**config.mk**
```make
export PLATFORM = sky130hd
export DESIGN_NAME = maze_level_ctrl
export DESIGN_NICKNAME = d
export VERILOG_FILES = /design/src/rtl/maze_pkg.sv /design/src/rtl/maze_layout_rom.sv /design/src/rtl/maze_level_ctrl.sv
export SDC_FILE = /design/constraint.sdc
export NUM_CORES = 1
export LEC_CHECK = 0
export ABC_AREA = 1
export ABC_CLOCK_PERIOD_IN_PS = 5500
export CAP_MARGIN = 10
export CORE_MARGIN = 2
export CORE_UTILIZATION = 62
export CTS_CLUSTER_SIZE = 25
export DETAILED_ROUTE_END_ITERATION = 16
export PLACE_DENSITY = 0.84
export REMOVE_ABC_BUFFERS = 1
export SKIP_CTS_REPAIR_TIMING = 1
export SLEW_MARGIN = 25
export SYNTH_ARGS = -nofsm -noshare
export SYNTH_HDL_FRONTEND = slang
export SYNTH_HIERARCHICAL = 1
export SYNTH_SLANG_ARGS = --single-unit
```
**constraint.sdc**
```tcl
create_clock -name clk -period 5.5 [get_ports clk]
set_input_delay 0.825 -clock clk [delete_from_list [all_inputs] [get_ports clk]]
set_output_delay 0.825 -clock clk [all_outputs]
set_load 0.02 [all_outputs]
```
**src/rtl/maze_pkg.sv**
```systemverilog
// Shared constants and types for the maze level controller and its layout ROM.
package maze_pkg;
  localparam int NUM_WALLS  = 26;
  localparam int NUM_LEVELS = 2;
  localparam int LVW        = (NUM_LEVELS > 1) ? $clog2(NUM_LEVELS) : 1;
  localparam int IDXW       = $clog2(NUM_WALLS);

  localparam int WX_W = 10;
  localparam int WY_W = 9;
  localparam int WW_W = 10;
  localparam int WH_W = 9;
  localparam int GC_W = 10;

  typedef enum logic [2:0] {
    ST_IDLE    = 3'd0,
    ST_PLAY    = 3'd1,
    ST_SCAN    = 3'd2,
    ST_RESOLVE = 3'd3,
    ST_WIN     = 3'd4,
    ST_OVER    = 3'd5
  } state_e;

  typedef struct packed {
    logic [WX_W-1:0] x;
    logic [WY_W-1:0] y;
    logic [WW_W-1:0] w;
    logic [WH_W-1:0] h;
    logic            en;
  } wall_desc_t;

  // Inclusive goal bounds.
  typedef struct packed {
    logic [GC_W-1:0] x0;
    logic [GC_W-1:0] y0;
    logic [GC_W-1:0] x1;
    logic [GC_W-1:0] y1;
  } goal_rect_t;
endpackage

```
**src/rtl/maze_layout_rom.sv**
```systemverilog
// Combinational maze layout: per-level wall descriptors, goal rectangle and wall enable mask.
module maze_layout_rom
  import maze_pkg::*;
(
  input  logic [LVW-1:0]       level,
  input  logic [IDXW-1:0]      idx,
  input  logic [LVW-1:0]       mask_level,
  output wall_desc_t           desc,
  output goal_rect_t           goal,
  output logic [NUM_WALLS-1:0] mask
);
  // Level 1 reuses the level 0 geometry with a few interior walls opened up.
  function automatic logic [NUM_WALLS-1:0] level_mask(input logic [LVW-1:0] lvl);
    logic [NUM_WALLS-1:0] m;
    m = '1;
    if (lvl == LVW'(1)) m = 26'h3FF_D55F;
    return m;
  endfunction

  logic [NUM_WALLS-1:0] cur_mask;
  wall_desc_t           base;

  always_comb begin
    base = '0;
    case (idx)
      5'd0:  base = '{10'd5,   9'd46,  10'd600, 9'd20,  1'b0};
      5'd1:  base = '{10'd5,   9'd465, 10'd600, 9'd10,  1'b0};
      5'd2:  base = '{10'd5,   9'd46,  10'd15,  9'd429, 1'b0};
      5'd3:  base = '{10'd150, 9'd100, 10'd20,  9'd120, 1'b0};
      5'd4:  base = '{10'd610, 9'd46,  10'd15,  9'd429, 1'b0};
      5'd5:  base = '{10'd60,  9'd120, 10'd80,  9'd15,  1'b0};
      5'd6:  base = '{10'd250, 9'd66,  10'd20,  9'd150, 1'b0};
      5'd7:  base = '{10'd350, 9'd150, 10'd20,  9'd200, 1'b0};
      5'd8:  base = '{10'd450, 9'd66,  10'd20,  9'd180, 1'b0};
      5'd9:  base = '{10'd520, 9'd150, 10'd90,  9'd15,  1'b0};
      5'd10: base = '{10'd20,  9'd250, 10'd120, 9'd15,  1'b0};
      5'd11: base = '{10'd200, 9'd250, 10'd150, 9'd15,  1'b0};
      5'd12: base = '{10'd400, 9'd300, 10'd130, 9'd15,  1'b0};
      5'd13: base = '{10'd100, 9'd320, 10'd20,  9'd100, 1'b0};
      5'd14: base = '{10'd200, 9'd350, 10'd20,  9'd115, 1'b0};
      5'd15: base = '{10'd300, 9'd400, 10'd150, 9'd15,  1'b0};
      5'd16: base = '{10'd480, 9'd350, 10'd20,  9'd115, 1'b0};
      5'd17: base = '{10'd550, 9'd250, 10'd60,  9'd15,  1'b0};
      5'd18: base = '{10'd20,  9'd380, 10'd60,  9'd10,  1'b0};
      5'd19: base = '{10'd260, 9'd300, 10'd80,  9'd15,  1'b0};
      5'd20: base = '{10'd170, 9'd180, 10'd40,  9'd10,  1'b0};
      5'd21: base = '{10'd380, 9'd100, 10'd50,  9'd15,  1'b0};
      5'd22: base = '{10'd300, 9'd200, 10'd40,  9'd15,  1'b0};
      5'd23: base = '{10'd560, 9'd330, 10'd45,  9'd15,  1'b0};
      5'd24: base = '{10'd130, 9'd420, 10'd50,  9'd15,  1'b0};
      5'd25: base = '{10'd400, 9'd440, 10'd60,  9'd25,  1'b0};
      default: base = '0;
    endcase

    cur_mask = level_mask(level);
    desc     = base;
    desc.en  = cur_mask[idx];

    goal = '{10'd560, 10'd420, 10'd600, 10'd460};
    if (level == LVW'(1)) goal = '{10'd30, 10'd420, 10'd70, 10'd460};

    mask = level_mask(mask_level);
  end
endmodule

```
**src/rtl/maze_level_ctrl.sv**
```systemverilog
// Gameplay sequencer: per-frame wall scan against the player box, then hit/goal resolution.
module maze_level_ctrl
  import maze_pkg::*;
#(
  parameter int PLAYER_SZ = 10,
  parameter int LIVES     = 3
) (
  input  logic                 clk,
  input  logic                 rst,
  input  logic                 update,
  input  logic                 start,
  input  logic [9:0]           player_x,
  input  logic [9:0]           player_y,
  output logic [LVW-1:0]       level,
  output logic [NUM_WALLS-1:0] wall_en,
  output logic [1:0]           lives,
  output logic [2:0]           state,
  output logic                 busy,
  output logic                 hit,
  output logic                 respawn,
  output logic                 level_done,
  output logic                 game_won,
  output logic                 game_over
);
  state_e               state_q, state_d;
  logic [LVW-1:0]       level_q, level_d;
  logic [1:0]           lives_q, lives_d;
  logic [NUM_WALLS-1:0] wall_en_q, wall_en_d;
  logic [IDXW-1:0]      idx_q, idx_d;
  logic                 hit_flag_q, hit_flag_d;
  logic [9:0]           px_q, px_d, py_q, py_d;
  logic                 hit_q, hit_d, respawn_q, respawn_d, level_done_q, level_done_d;
  logic                 game_won_q, game_won_d, game_over_q, game_over_d;

  wall_desc_t           desc;
  goal_rect_t           goal;
  logic [NUM_WALLS-1:0] rom_mask;
  logic [LVW-1:0]       mask_level;

  // The mask lookup only matters on start (level 0) or on a level advance from RESOLVE.
  assign mask_level = (state_q == ST_RESOLVE) ? level_q + LVW'(1) : '0;

  maze_layout_rom u_rom (
    .level      (level_q),
    .idx        (idx_q),
    .mask_level (mask_level),
    .desc       (desc),
    .goal       (goal),
    .mask       (rom_mask)
  );

  // Index 0 uses the live position; it is latched there and held for the rest of the scan.
  logic [9:0]  px_eff, py_eff;
  logic [10:0] p_right, p_bottom, w_right, w_bottom, g_right, g_bottom;
  logic        overlap, in_goal;

  assign px_eff   = (idx_q == '0) ? player_x : px_q;
  assign py_eff   = (idx_q == '0) ? player_y : py_q;
  assign p_right  = {1'b0, px_eff} + 11'(PLAYER_SZ - 1);
  assign p_bottom = {1'b0, py_eff} + 11'(PLAYER_SZ - 1);
  assign w_right  = {1'b0, desc.x} + {1'b0, desc.w};
  assign w_bottom = {2'b0, desc.y} + {2'b0, desc.h};
  assign overlap  = desc.en && (p_right > {1'b0, desc.x}) && ({1'b0, px_eff} < w_right) &&
                    (p_bottom > {2'b0, desc.y}) && ({1'b0, py_eff} < w_bottom);

  assign g_right  = {1'b0, px_q} + 11'(PLAYER_SZ - 1);
  assign g_bottom = {1'b0, py_q} + 11'(PLAYER_SZ - 1);
  assign in_goal  = (px_q >= goal.x0) && (g_right <= {1'b0, goal.x1}) &&
                    (py_q >= goal.y0) && (g_bottom <= {1'b0, goal.y1});

  always_comb begin
    state_d      = state_q;
    level_d      = level_q;
    lives_d      = lives_q;
    wall_en_d    = wall_en_q;
    idx_d        = idx_q;
    hit_flag_d   = hit_flag_q;
    px_d         = px_q;
    py_d         = py_q;
    hit_d        = 1'b0;
    respawn_d    = 1'b0;
    level_done_d = 1'b0;
    game_won_d   = game_won_q;
    game_over_d  = game_over_q;

    case (state_q)
      ST_IDLE, ST_WIN, ST_OVER: begin
        if (start) begin
          state_d     = ST_PLAY;
          level_d     = '0;
          lives_d     = 2'(LIVES);
          wall_en_d   = rom_mask;
          game_won_d  = 1'b0;
          game_over_d = 1'b0;
        end
      end
      ST_PLAY: begin
        if (update) begin
          state_d    = ST_SCAN;
          idx_d      = '0;
          hit_flag_d = 1'b0;
        end
      end
      ST_SCAN: begin
        hit_flag_d = hit_flag_q | overlap;
        if (idx_q == '0) begin
          px_d = player_x;
          py_d = player_y;
        end
        if (idx_q == IDXW'(NUM_WALLS - 1)) state_d = ST_RESOLVE;
        else                               idx_d   = idx_q + IDXW'(1);
      end
      ST_RESOLVE: begin
        state_d = ST_PLAY;
        if (hit_flag_q) begin
          hit_d     = 1'b1;
          respawn_d = 1'b1;
          lives_d   = lives_q - 2'd1;
          if (lives_q == 2'd1) begin
            state_d     = ST_OVER;
            game_over_d = 1'b1;
          end
        end else if (in_goal) begin
          level_done_d = 1'b1;
          if (level_q == LVW'(NUM_LEVELS - 1)) begin
            state_d    = ST_WIN;
            game_won_d = 1'b1;
          end else begin
            level_d   = level_q + LVW'(1);
            wall_en_d = rom_mask;
          end
        end
      end
      default: state_d = ST_IDLE;
    endcase
  end

  always_ff @(posedge clk) begin
    if (rst) begin
      state_q      <= ST_IDLE;
      level_q      <= '0;
      lives_q      <= '0;
      wall_en_q    <= '0;
      idx_q        <= '0;
      hit_flag_q   <= 1'b0;
      px_q         <= '0;
      py_q         <= '0;
      hit_q        <= 1'b0;
      respawn_q    <= 1'b0;
      level_done_q <= 1'b0;
      game_won_q   <= 1'b0;
      game_over_q  <= 1'b0;
    end else begin
      state_q      <= state_d;
      level_q      <= level_d;
      lives_q      <= lives_d;
      wall_en_q    <= wall_en_d;
      idx_q        <= idx_d;
      hit_flag_q   <= hit_flag_d;
      px_q         <= px_d;
      py_q         <= py_d;
      hit_q        <= hit_d;
      respawn_q    <= respawn_d;
      level_done_q <= level_done_d;
      game_won_q   <= game_won_d;
      game_over_q  <= game_over_d;
    end
  end

  assign level      = level_q;
  assign wall_en    = wall_en_q;
  assign lives      = lives_q;
  assign state      = state_q;
  assign busy       = (state_q == ST_SCAN);
  assign hit        = hit_q;
  assign respawn    = respawn_q;
  assign level_done = level_done_q;
  assign game_won   = game_won_q;
  assign game_over  = game_over_q;
endmodule

```
==> results.yml, run 1 <==
setup_path:
  path_max_fanout: 11
  crit_arrival_ns: 4.51
  slowest_stage: "dfxtp_1"
  critPathLaunchType: "flop"
  cpPeakStageDelay_ns: 0.54
  required_ns: 5.77
  endpoint_kind: "flop"
  cpMostUsedCell: "nand2_1"
  path_class: "reg -> reg"
  r2r_cells: 28
clock_tree:
  clk_pin_slew_worst_paths_ns: 0.06
  clkSinkCount: 62
  numCtsBuffers: 9
  cts_tree: "done"
  cts-root-buf: "clkbuf_16"
  clk_path_buf_depth: 2
  clk_latency_ns: 0.33
  cts_htree_levels: 3
sta:
  slew_violations: 0
  skew_ns: 0.00513
  max_slew_margin: 0.424
  fmax_ghz: 0.236
  setup_viol: 0
  min_period_over_period: 0.771
  tightest_slew_ns: 0.863
  grt_setup_unrepaired: "false"
  post-route-min-period_ns: 4.24
  finalHoldViolCount: 0
  finalSetupTns_ns: 0
yosys:
  async_flop_share: 0
  synth_top_area_frac: 0.171
  synth.cell_area_sq_mm: 0.00803
  synthTopCellsByArea: "ha_1, dfxtp_1, nand2_1"
  avgSynthCellArea_sq_um: 6.41
  synth_common_cells: "nand2_1, inv_1, ha_1"
  synth.most_common_cell: "nand2_1"
  synth_top_area_cell: "ha_1"
  synthFlopType: "dfxtp_1"
  yosysSeqAreaShare: 0.155
  yosysWarningCount: 6
  synthDistinctLibCells: 49
  synth_edf_count: 0
  synth_seq_cells: 62
  synthCells: 1252
drt:
  num_vias: 7768
  vias_per_cell: 5.35
  avgRoutedWirePerCell_um: 13.9
  first_pass_iters: 6
  ant_nets: 0
  drt-initial-drc-count: 677
  drt-total-wl_um: 20200
  drc: 0
placement:
  dp_hpwl_um: 15500
  portBuffers: 61
  place.gp.congestion: 0.987
  placed_area_sq_mm: 0.00836
pwr:
  irDropWorstVdd_mv: 0.235
  power_density_mw_per_mm2: 366
  cellLeakagePower_nw: 4.64
floorplanning:
  start_util: 0.636
  core-area_sq_mm: 0.0126
  die_area_sq_mm: 0.0139
  die_h_um: 118
  die_w_um: 118
  fp-row-count: 41
  ios: 62
grt:
  grt_pass1_wl_um: 34000
  grt.overflow.total: 0
  grt_max_degree: 48
  antenna_found_initial: 0
  first_global_vias: 7276
  gr-usage-all-layers: 0.292
outcome:
  status: "finished clean"
cells_and_area:
  fillers: 1126
  antenna_cells: 0
  design_area_sq_mm: 0.00870
  drive_gt1_frac: 0.0484
  synthToLayoutAreaGrowth_pct: 8.30
  nets: 1412
hold_path:
  hold_class: "reg -> reg"
  hold_path_depth: 2
job:
  drv_cap: 0
-- per-stage QoR --
stage	worst slack, ns	total power [W]	instances	hold slack [ns]	utilization
6_report	1.26	0.00318	1452	0.459	0.689
5_1_grt	0.686	0.00348	1452	0.479	0.689
4_1_cts	1.30	0.00317	1452	0.461	0.689
3_5_place_dp	1.32	0.00251	1437	0.452	0.662
3_3_place_gp	1.48	0.00246	1437	0.449	0.662
2_1_floorplan	1.50	0.00202	1199	0.505	-
-- routing by layer --
layer / vias up / track usage / share of wire
li1: 4007 / - / -
met1: 3482 / 0.372 / 0.44
met2: 238 / 0.514 / 0.48
met3: 41 / 0.0407 / 0.054
met4: 0 / 0.0761 / 0.022
met5: - / 0 / 0
-- logic make-up after synthesis --
group,count (synthesis),share of synthesized area
other cells,2,0.000935
simple gates,522,0.288
compound gates,210,0.152
fa+ha+maj,112,0.176
xor+xnor,42,0.0458
buf+inv,302,0.182
flops,62,0.155
-- flip-flops by register name, indices dropped and copies added (netlist names) --
register	count
px_q	10
py_q	10
hit_flag_q	1
state	3
level_done	1
game_won	1
lives	2
wall_en	26
game_over	1
level	1
respawn	1
idx_q	5
-- critical path: cells and delay by family (launching register included) --
kind	cells	cell delay, ns
AO/OA/AOI/OAI	8	1.13
adder cells (fa/ha/maj)	3	1.09
buffers and inverters	5	0.52
flip-flops	1	0.54
AND/OR/NAND/NOR	12	0.92
-- cell type report --
class | count | area [sq um] | area share
timing repair buffer | 66 | 643 | 0.0739
clock inverter | 6 | 111 | 0.0128
inverter | 199 | 747 | 0.0859
multi-input combinational | 938 | 5520 | 0.634
tap | 172 | 215 | 0.0247
sequential | 62 | 1240 | 0.143
clock buffer | 9 | 225 | 0.0259
-- placed cells by master (no fill, tap or decap), types with 10 or more instances in the layout --
| master | n |
|---|---|
| o21ai_0 | 52 |
| a21oi_1 | 96 |
| nand2_1 | 306 |
| nand4_1 | 38 |
| conb_1 | 52 |
| nand3_1 | 67 |
| o211ai_1 | 11 |
| inv_1 | 196 |
| dfxtp_1 | 62 |
| nor2_1 | 71 |
| xor2_1 | 32 |
| clkdlybuf4s50_1 | 60 |
| ha_1 | 110 |
| xnor2_1 | 10 |
-- path summary, 6_finish.rpt --
path | end | start | slack, ns
worst min register to register | wall_en[6] | wall_en[6] | 0.46
worst max-delay path | hit_flag_q | idx_q[1] | 1.26
worst max register to register | hit_flag_q | idx_q[1] | 1.26
worst min-delay path | wall_en[6] | wall_en[6] | 0.46
-- report_power, final --
| part | leakage [nW] | switching [W] | internal, W | total (W) |
|---|---|---|---|---|
| Combinational | 3.97 | 0.00119 | 0.000742 | 0.00193 |
| Sequential | 0.507 | 0.0000811 | 0.000521 | 0.000602 |
| Clock | 0.161 | 0.000212 | 0.000440 | 0.000652 |
| Total | 4.64 | 0.00148 | 0.00170 | 0.00318 |
Note: power is estimated with default switching activity, not from simulation.
==> run 2, diff against run 1 <==
--- a/config.mk
+++ b/config.mk
@@ -6,13 +6,13 @@
 export NUM_CORES = 1
 export LEC_CHECK = 0
 export ABC_AREA = 1
-export ABC_CLOCK_PERIOD_IN_PS = 5500
+export ABC_CLOCK_PERIOD_IN_PS = 3900
 export CAP_MARGIN = 10
 export CORE_MARGIN = 2
-export CORE_UTILIZATION = 62
+export CORE_UTILIZATION = 55
 export CTS_CLUSTER_SIZE = 25
 export DETAILED_ROUTE_END_ITERATION = 16
-export PLACE_DENSITY = 0.84
+export PLACE_DENSITY = 0.79
 export REMOVE_ABC_BUFFERS = 1
 export SKIP_CTS_REPAIR_TIMING = 1
 export SLEW_MARGIN = 25
==> constraint.sdc (replaced) <==
create_clock -name clk -period 3.9 [get_ports clk]
set_input_delay 0.585 -clock clk [delete_from_list [all_inputs] [get_ports clk]]
set_output_delay 0.585 -clock clk [all_outputs]
set_load 0.02 [all_outputs]
==> run 2 against run 1 <==
  * Setup slack worse by 1.0 ns
  * Maximum frequency is 16% higher
  * Critical path depth is 8 lower
  * Sequential share of layout area is 0.55 points lower
  * Combinational power is 50% higher
  * Critical endpoint unchanged
  * Largest cell class unchanged
==> results.yml, run 2 (synthesis results as in run 1) <==
grt:
  grt.overflow.total: 0
  grt_pass1_wl_um: 34500
  grt_max_degree: 47
  antenna_found_initial: 0
  gr-usage-met1: 0.345
  gr-usage-all-layers: 0.264
  grt_util_met2: 0.443
  first_global_vias: 7313
  use_met3: 0.0438
  busiest_layer: "met2"
clock_tree:
  clk_latency_ns: 0.34
  clk_pin_slew_worst_paths_ns: 0.06
  cts_tree: "done"
  cts_htree_levels: 3
  cts-root-buf: "clkbuf_16"
  clkSinkCount: 62
  clk_path_buf_depth: 2
  numCtsBuffers: 9
setup_path:
  r2r_cells: 20
  required_ns: 4.19
  critPathLaunchType: "flop"
  path_class: "reg -> reg"
  cpPeakStageDelay_ns: 0.42
  path_max_fanout: 24
  slowest_stage: "fa_1"
  crit_arrival_ns: 3.93
  endpoint_kind: "flop"
  path_cells: "buf_12, nor2_4, nand2_2, buf_4, nor2_1, ha_1, inv_1, fa_1, inv_1, a21o_1, a21oi_1, o21ai_0, xor2_1, ha_1, a21o_1, a21oi_1, o21ai_1, nor2_1, nand4_1, nand2_1"
  r2r_start: "idx_q[2]"
  r2r_end: "hit_flag_q"
  rrSetupSlack_ns: 0.26
placement:
  dp_hpwl_um: 16000
  placed_area_sq_mm: 0.00856
  place.gp.congestion: 1.04
  place_ws_ns: 0.126
  portBuffers: 61
hold_path:
  hold_path_depth: 2
  hp-start: "wall_en[14]"
  hold_end: "wall_en[14]"
  hold_class: "reg -> reg"
sta:
  max_slew_margin: 0.338
  finalSetupTns_ns: 0
  post-route-min-period_ns: 3.64
  tightest_slew_ns: 0.991
  worst_slack_ns: 0.259
  slew_violations: 0
  setup_viol: 0
  skew_ns: 0.00969
  min_period_over_period: 0.934
  fmax_ghz: 0.275
  finalHoldViolCount: 0
outcome:
  status: "finished clean"
drt:
  first_pass_iters: 5
  vias_per_cell: 5.29
  num_vias: 7888
  drt-total-wl_um: 20700
  avgRoutedWirePerCell_um: 13.9
  ant_nets: 0
  drt-initial-drc-count: 839
  drc: 0
cells_and_area:
  largest_reg_flops: 26
  final_cell_mix: "nand2_1, inv_1, ha_1"
  nets: 1440
  drive_gt1_frac: 0.0925
  design_area_sq_mm: 0.00909
  synthToLayoutAreaGrowth_pct: 13.1
  antenna_cells: 0
  layout_commonest_cell: "nand2_1"
floorplanning:
  start_util: 0.557
  core-area_sq_mm: 0.0144
  die_w_um: 125
  ios: 62
  die_h_um: 125
  die_area_sq_mm: 0.0156
  fp-row-count: 44
pwr:
  power_density_mw_per_mm2: 507
  irDropWorstVdd_mv: 0.243
  cellLeakagePower_nw: 4.79
job:
  drv_cap: 0
## run 2: cell types whose count changed in the layout (fill, tap and decap cells not counted), sizes merged
cell / delta
clkinvlp: +1
bufinv: -1
clkbuf: +1
clkinv: -1
buf: +28
## run 2: layout make-up
cell class | instances | area (sq um)
multi-input combinational | 938 | 5630
fill | 1375 | 5340
sequential | 62 | 1250
timing repair buffer | 94 | 897
inverter | 199 | 758
clock buffer | 10 | 239
tap | 184 | 230
clock inverter | 5 | 81.3
## run 2: worst max path at each step
stage | endpoint | cells past startpoint | from | slack [ns]
2_1_floorplan | hit_flag_q | 25 | idx_q[3] | -0.1
3_3_place_gp | hit_flag_q | 28 | idx_q[0] | 0.24
3_5_place_dp | hit_flag_q | 28 | idx_q[0] | 0.13
4_1_cts | hit_flag_q | 28 | idx_q[0] | 0.09
5_1_grt | hit_flag_q | 30 | idx_q[1] | -0.06
6_report | hit_flag_q | 20 | idx_q[2] | 0.26
## run 2: report_power, final
group          leakage (nW)  total [W]  internal (W)  switching (W)
combinational          4.13    0.00289       0.00116        0.00173
clock                 0.155   0.000882      0.000574       0.000308
sequential            0.509   0.000841      0.000736       0.000105
## run 2: per-stage QoR
stage | hold WS [ns] | power, W | instances | utilization
2_1_floorplan | 0.505 | 0.00285 | 1199 | -
3_3_place_gp | 0.448 | 0.00353 | 1471 | 0.594
3_5_place_dp | 0.453 | 0.00360 | 1471 | 0.594
4_1_cts | 0.462 | 0.00450 | 1486 | 0.616
5_1_grt | 0.487 | 0.00507 | 1492 | 0.630
6_report | 0.459 | 0.00461 | 1492 | 0.630
## run 2: layer usage
metal / wire length (um) / vias to the layer above
met1: 9340 / 3574
met4: 502 / 0
met3: 1100 / 48
met5: 0 / -
met2: 9770 / 220
li1: - / 4046
## run 2: worst max-delay path: cells and delay by family, from the launching register on
family,cells,cell delay [ns]
buffers and inverters,4,0.51
AO/OA/AOI/OAI,6,0.80
flip-flops,1,0.35
adder cells (fa/ha/maj),3,0.90
XOR/XNOR,1,0.18
AND/OR/NAND/NOR,6,0.85
